`src/rtl/wishbone_burst_memory.sv`:
```
// wishbone_burst_memory: Wishbone B4 slave RAM with byte lanes, incrementing bursts and out-of-range error.
// Optional WBMEM_OUTREG_EN: extra dat_o register, classic-only accesses, ack_o/err_o two cycles after request.
module wishbone_burst_memory #(
    parameter int ADDRESS_WIDTH = 16,
    parameter int DATA_WIDTH    = 8,
    parameter int DATA_BYTES    = 1,
    parameter int BASE_ADDRESS  = 0,
    parameter int MEMORY_SIZE   = 512
) (
    input  logic                     clk_i,
    input  logic                     rst_ni,
    input  logic [ADDRESS_WIDTH-1:0] adr_i,
    input  logic [DATA_WIDTH-1:0]    dat_i,
    output logic [DATA_WIDTH-1:0]    dat_o,
    input  logic                     we_i,
    input  logic [DATA_BYTES-1:0]    sel_i,
    input  logic                     stb_i,
    input  logic                     cyc_i,
    input  logic [2:0]               cti_i,
    output logic                     ack_o,
    output logic                     err_o
);
    localparam int AW = (MEMORY_SIZE > 1) ? $clog2(MEMORY_SIZE) : 1;
    localparam int DEPTH = 1 << AW;
    localparam logic [ADDRESS_WIDTH-1:0] BASE = ADDRESS_WIDTH'(BASE_ADDRESS);
    localparam logic [ADDRESS_WIDTH-1:0] SIZE = ADDRESS_WIDTH'(MEMORY_SIZE);

    typedef enum logic {IDLE, BURST} state_t;

    state_t                   state, state_n;
    logic [DATA_WIDTH-1:0]    mem [DEPTH];
    logic [ADDRESS_WIDTH-1:0] loc, loc_nxt;
    logic [AW-1:0]            rd_adr;
    logic                     valid, valid_nxt, req, burst_req, pend, run, ack_n, err_n, wr;

    assign loc       = adr_i - BASE;
    assign loc_nxt   = loc + ADDRESS_WIDTH'(1);
    assign valid     = loc < SIZE;
    assign valid_nxt = loc_nxt < SIZE;
    assign req       = cyc_i & stb_i & ~ack_o & ~err_o & ~pend & run;

`ifdef WBMEM_OUTREG_EN
    logic                  p_ack, p_err;
    logic [DATA_WIDTH-1:0] dat_q;
    assign pend      = p_ack | p_err;
    assign burst_req = 1'b0;
`else
    assign pend      = 1'b0;
    assign burst_req = cti_i == 3'b010;
`endif

    // Next state, response and write decision; a burst beat prefetches the following word.
    always_comb begin
        state_n = state;
        ack_n   = 1'b0;
        err_n   = 1'b0;
        wr      = 1'b0;
        rd_adr  = loc[AW-1:0];
        if (state == IDLE) begin
            if (req) begin
                ack_n = valid;
                err_n = ~valid;
                wr    = valid & we_i;
                state_n = (valid && burst_req) ? BURST : IDLE;
            end
        end else if (cyc_i && stb_i && ack_o) begin
            rd_adr  = loc_nxt[AW-1:0];
            wr      = valid & we_i;
            ack_n   = valid & burst_req & valid_nxt;
            err_n   = ~valid | (burst_req & ~valid_nxt);
            state_n = (valid && burst_req && valid_nxt) ? BURST : IDLE;
        end else begin
            state_n = IDLE;
        end
    end

    // Goes low with reset and returns one edge after release, so no access is taken while in reset.
    always_ff @(posedge clk_i or negedge rst_ni) begin
        if (!rst_ni) run <= 1'b0;
        else         run <= 1'b1;
    end

    // FSM state plus registered ack/err/data so the bus sees no combinational path.
    always_ff @(posedge clk_i or negedge rst_ni) begin
        if (!rst_ni) begin
            state <= IDLE;
            ack_o <= 1'b0;
            err_o <= 1'b0;
            dat_o <= '0;
`ifdef WBMEM_OUTREG_EN
            p_ack <= 1'b0;
            p_err <= 1'b0;
            dat_q <= '0;
`endif
        end else begin
            state <= state_n;
`ifdef WBMEM_OUTREG_EN
            p_ack <= ack_n;
            p_err <= err_n;
            dat_q <= mem[rd_adr];
            ack_o <= p_ack;
            err_o <= p_err;
            dat_o <= dat_q;
`else
            ack_o <= ack_n;
            err_o <= err_n;
            dat_o <= mem[rd_adr];
`endif
        end
    end

    // Byte-lane masked RAM write; read above sees the old word on a same-address write.
    always_ff @(posedge clk_i) begin
        for (int b = 0; b < DATA_BYTES; b++)
            if (wr && sel_i[b]) mem[loc[AW-1:0]][8*b +: 8] <= dat_i[8*b +: 8];
    end
endmodule

```
`config.mk`:
```
export PLATFORM = sky130hd
export DESIGN_NAME = wishbone_burst_memory
export DESIGN_NICKNAME = d
export VERILOG_FILES = /design/src/rtl/wishbone_burst_memory.sv
export SDC_FILE = /design/constraint.sdc
export NUM_CORES = 2
export LEC_CHECK = 0
export ABC_AREA = 1
export CORE_ASPECT_RATIO = 0.7
export CORE_MARGIN = 1.5
export CORE_UTILIZATION = 43
export CTS_CLUSTER_DIAMETER = 30
export CTS_CLUSTER_SIZE = 14
export DETAILED_ROUTE_END_ITERATION = 8
export HOLD_SLACK_MARGIN = 0.03
export RECOVER_POWER = 100
export SETUP_SLACK_MARGIN = 0.3
export SLEW_MARGIN = 10
export SYNTH_ARGS = -nofsm -noshare
export SYNTH_HDL_FRONTEND = slang
export SYNTH_SLANG_ARGS = --single-unit
```
`constraint.sdc`:
```
create_clock -name clk_i -period 3.05 [get_ports clk_i]
set_input_delay 0.61 -clock clk_i [delete_from_list [all_inputs] [get_ports clk_i]]
set_output_delay 0.61 -clock clk_i [all_outputs]
set_load 0.01 [all_outputs]
```
## Yosys cells after proc, flatten, opt, wreduce, memory -nomap -nowiden

Memories as Yosys holds them, arrays and structs flattened. A register that Yosys moved wholly into a read port is not among the register bits.
Index checks and enable logic that the tools add are counted.

| word-level totals | value |
|---|---|
| register bits after elaboration | 4 |
| memory bits (writable) | 4096 |
| input bits | 33 |
| output and inout bits | 10 |
| logic and storage cells | 46 |
| memories | 1 |

Memories:

| name | depth | bits a word | rd ports | clocked after memory_dff | wr ports | line | source |
|---|---|---|---|---|---|---|---|
| mem | 512 | 8 | 1 | 1 | 1 | 31 | `logic [DATA_WIDTH-1:0] mem [DEPTH];` |

| cells by class | value |
|---|---|
| add/sub/neg operators | 1 |
| order comparisons | 2 |
| eq/ne operators | 1 |
| muxes and demuxes | 18 |
| bitwise logic cells | 13 |
| reduce and logical (&&, ||, !) cells | 6 |

Operator list:

| cell | number |
|---|---|
| $lt A16 B10 Y1 const B | 2 |
| $mux W9 | 2 |
| $add A16 B1 Y16 const B | 1 |
| $mux W1 | 16 |
| $and A1 B1 Y1 | 8 |
| $logic_and A1 B1 Y1 | 5 |
| $not A1 Y1 | 4 |
| $eq A3 B2 Y1 const B | 1 |
| $logic_not A1 Y1 | 1 |
| $or A1 B1 Y1 | 1 |

## Longest topological paths before layout

| logic depth | value |
|---|---|
| word-level depth | 9 |
| depth in mapped cells | 17 |
| mapped depth without buffers | 14 |

## Worst setup path before layout

No wires, ideal clock.

| timing | value |
|---|---|
| kind | in2reg |
| from | in cyc_i |
| to | mem mem[372][0], enable pin |
| setup time | 0.371 ns |
| arrival | 2.477 ns |
| required time | 2.679 ns |
| setup slack | 0.202 ns |
| stages | 11 |
| buffers on the path | 3 |
| path through | nand2_2 nor2_4 buf_6 inv_2 nand2_1 nand4_1 inv_1 buf_2 buf_2 nand3_1 nor2_1 |

| on the way | value |
|---|---|
| word-level cells in the longest chain between the ends | 9 |
| elaborated cells on any way between the ends | 12 |
| those cells by class | 5 x mux; 4 x bitwise; 3 x reduce/logical |

RTL lines:

| element | line | source |
|---|---|---|
| start, declared | 18 | `input logic cyc_i,` |
| $and A1 B1 Y1 (4 in a row) | 40 | `assign req = cyc_i & stb_i & ~ack_o & ~err_o & ~pend & run;` |
| $mux W1 | 60 | `if (req) begin` |
| $mux W1 (*) | 59 | `if (state == IDLE) begin` |
| $logic_and A1 B1 Y1 (*) | 115 | `if (wr && sel_i[b]) mem[loc[AW-1:0]][8*b +: 8] <= dat_i[8*b +: 8];` |
| $mux W1 (*) | 115 |  |
| $mux W1 (not written as such) (*) | 115 |  |
| end, declared | 31 |  |

Mark *: on every way between the ends. The rest lies on a longest branch, timed or not.

## Worst setup path in the final report

| timing | value |
|---|---|
| from | in dat_i[4] |
| to | mem mem[216][4] (data pin) |

RTL lines:

| element | line | source |
|---|---|---|
| start, declared | 13 | `input logic [DATA_WIDTH-1:0] dat_i,` |

Straight into the memory's write port.

==> results.cfg <==
[sta]
fin_crit_ns = 3.20
finalSetupViolCount = 673
worst_pin_slew_ns = 3.50
period_share = 1.05
slew_violations = 351
relSlewSlack = -1.34
rsz0062_at_grt = true
hold_ws_ns = 0.354
finalHoldViolCount = 0
fin_skew_ns = 0.0501
fmax_mhz = 313
setup_slack_ns = -0.147

[synth]
synth-simple-area-share = 0.230
synth-adder-area-share = 0.000300
yosys_warnings = 0
synth_compound_area_frac = 0.000487
muxShareOfSynthArea = 0
synth_top_area_frac = 0.737
synth_largest_area_cell = edfxtp_1
synthTopCellsByArea = edfxtp_1 74%, nand3_1 13%, nand2_1 9.2%
ys_ff_latch = 4108
syn_inst = 14000
synth-main-ff-cell = edfxtp_1
synth-edff-count = 4096
synth_common_cells = 4184 x nand3_1, 4096 x edfxtp_1, 4088 x nand2_1
ys_seq_area_frac = 0.739
yosysMostFrequentCell = nand3_1
async_reset_ff_frac = 0.00292
synth_top_family_by_area = simple AND/OR/NAND/NOR gates
syn-num-nets = 14000
avgSynthCellArea_sq_um = 11.9
netlist_area_sq_um = 167000
synthXorXnorAreaFrac = 0.000412
ys_types = 31

[status]
status = complete, but fails checks
failed_checks = max-capacitance violations, max-slew violations, negative setup slack

[setup_path]
critPathLaunchType = input port
cp_max_fo = 46
worstSetupPathType = input port to flop
cpPeakStageDelay_ns = 2.44
cp_cell_sequence = clkdlybuf4s25_1 > clkbuf_4
cpLargestDelayFamily = buffers and inverters
required_ns = 3.76
arrival_ns = 3.91
path_buf_inv = 2
cpMaxStageDelayCell = clkdlybuf4s25_1
cp-end-kind = flop

[clock_tree]
root_buffer = clkbuf_16
cts.path.max_buffers = 4
clk_latency_ns = 0.96
htree_levels = 6
cts_tree = built
clkTransAtPathRegs_ns = 0.05
clock-sinks = 4108
numCtsBuffers = 580

[flow_run]
drv_cap = 9

[layout]
nets = 15600
drive_gt1_frac = 0.203
post-route-util = 0.548
nFillCells = 31300
area_growth_pct = 27.0
multi_input_area_sq_um = 40900
seq_area_sq_um = 123000
final_cells = 21200

[detailed_routing]
wire_per_inst_microns = 25.8
vias_per_cell = 5.70
drc = 0
first_iter_violations = 17400
via_count = 121000
wl_microns = 547000
antenna_left = 0
firstDrtPassIters = 7

[grt]
groute.usage.overall = 0.270
overflow = 0
grt_max_degree = 113
grt_pass1_wl_microns = 783000
first_global_vias = 112000
antenna_found_initial = 27

[power]
p_per_area_nw_per_um2 = 658
peakVddDrop_mv = 0.534
p_leak_nw = 77.4

[placement]
numPlacedInstances = 20000
port_buffers = 42
gp_congestion = 0.944
hpwl_microns = 337000

[die]
initial_core_util = 0.432
core_sq_um = 386000
rows = 191
die_w_microns = 748
die_y_microns = 524
pin_count = 43
dieArea_sq_um = 392000

[min_path]
hold_class = input port to flop
-- cell usage in the layout (no fill, tap or decap), drive strengths merged --
cell / count
nor3: 2
o2111ai: 1
a21oi: 1
clkbuf: 769
edfxtp: 4096
o21ai: 8
a22o: 1
nand3: 4184
clkinv: 195
inv: 126
o211ai: 1
bufbuf: 18
ha: 4
nand2: 4092
clkinvlp: 72
clkdlybuf4s50: 23
conb: 1
nor3b: 2
diode: 14
bufinv: 63
clkdlybuf4s25: 1
xor2: 7
dfrtp: 12
nor4: 3
dlygate4sd3: 13
nor2: 549
buf: 1830
nand4: 3
-- cell type report --
cell class	instances	share of cell area
clock buffer	648	0.0717
multi-input combinational	8859	0.193
tap	5114	0.0302
antenna	14	0.000165
clock inverter	399	0.0201
timing repair inverter	1	0.0000767
timing repair buffer	2006	0.102
inverter	56	0.00141
sequential	4108	0.582
-- registers in the layout, summed over array words and instances, names as in the netlist --
| signal | flops |
|---|---|
| mem | 4096 |
| dat_o | 8 |
| ack_o | 1 |
| err_o | 1 |
| run | 1 |
| state | 1 |
-- stage by stage --
stage                     instance area [sq um]  total power [W]   TNS, ns  setup WS, ns
after floorplan                          167000           0.0670         0         0.202
after global placement                   188000           0.0719  -2578.05         -1.33
after detailed placement                 188000           0.0720  -2529.71         -1.35
after CTS                                212000            0.140    -0.411       -0.0731
after global routing                     212000            0.143    -26.72        -0.188
final                                    212000            0.139    -32.78        -0.147
-- cell families after synthesis --
group | count (synthesis)
AOI/OAI and AO/OA | 12
xor gates and xnor gates | 7
adders and majority gates | 4
buffers and inverters | 1024
DFF | 4108
other | 1
and+or+nand+nor | 8835
-- layer usage --
layer | part of all wire | wire length, microns | GRT usage | vias to the layer above
met4 | 0.031 | 17000 | 0.0817 | 4
met5 | 0.000051 | 28 | 0 | -
met2 | 0.42 | 231000 | 0.384 | 6988
li1 | - | - | - | 53500
met3 | 0.12 | 66500 | 0.0603 | 933
met1 | 0.42 | 232000 | 0.414 | 59600
-- final timing paths --
path                                      start                     to  slack, ns  cells past startpoint
worst max register to register  state$_DFF_PN0_     dat_o[5]$_DFF_PN0_      -0.14                     19
worst max-delay path                   dat_i[4]  mem[216][4]$_DFFE_PP_      -0.15                      2
worst min register to register  err_o$_DFF_PN0_        state$_DFF_PN0_       0.69                      4
max in group asynchronous                rst_ni          run$_DFF_PN0_       1.27                      3
min in group asynchronous                rst_ni     dat_o[2]$_DFF_PN0_       1.01                      3
worst min-delay path                   cti_i[0]        err_o$_DFF_PN0_       0.35                      4
-- what timing repair did --
item,4_1_cts,5_1_grt
pin swaps,50,17
setup buffers,62,13
endpoints found under the hold margin,28,0
endpoints found under the setup margin,3824,4106
resized for setup,455,186
hold buffers,2,0
cloned,39,13
-- power by group --
| part | internal [W] | leakage [nW] | switching [W] |
|---|---|---|---|
| combinational | 0.00316 | 31.1 | 0.00647 |
| clock | 0.0416 | 9.32 | 0.0260 |
| sequential | 0.0622 | 36.9 | 0.0000264 |
Note: power is estimated with default switching activity, not from simulation.
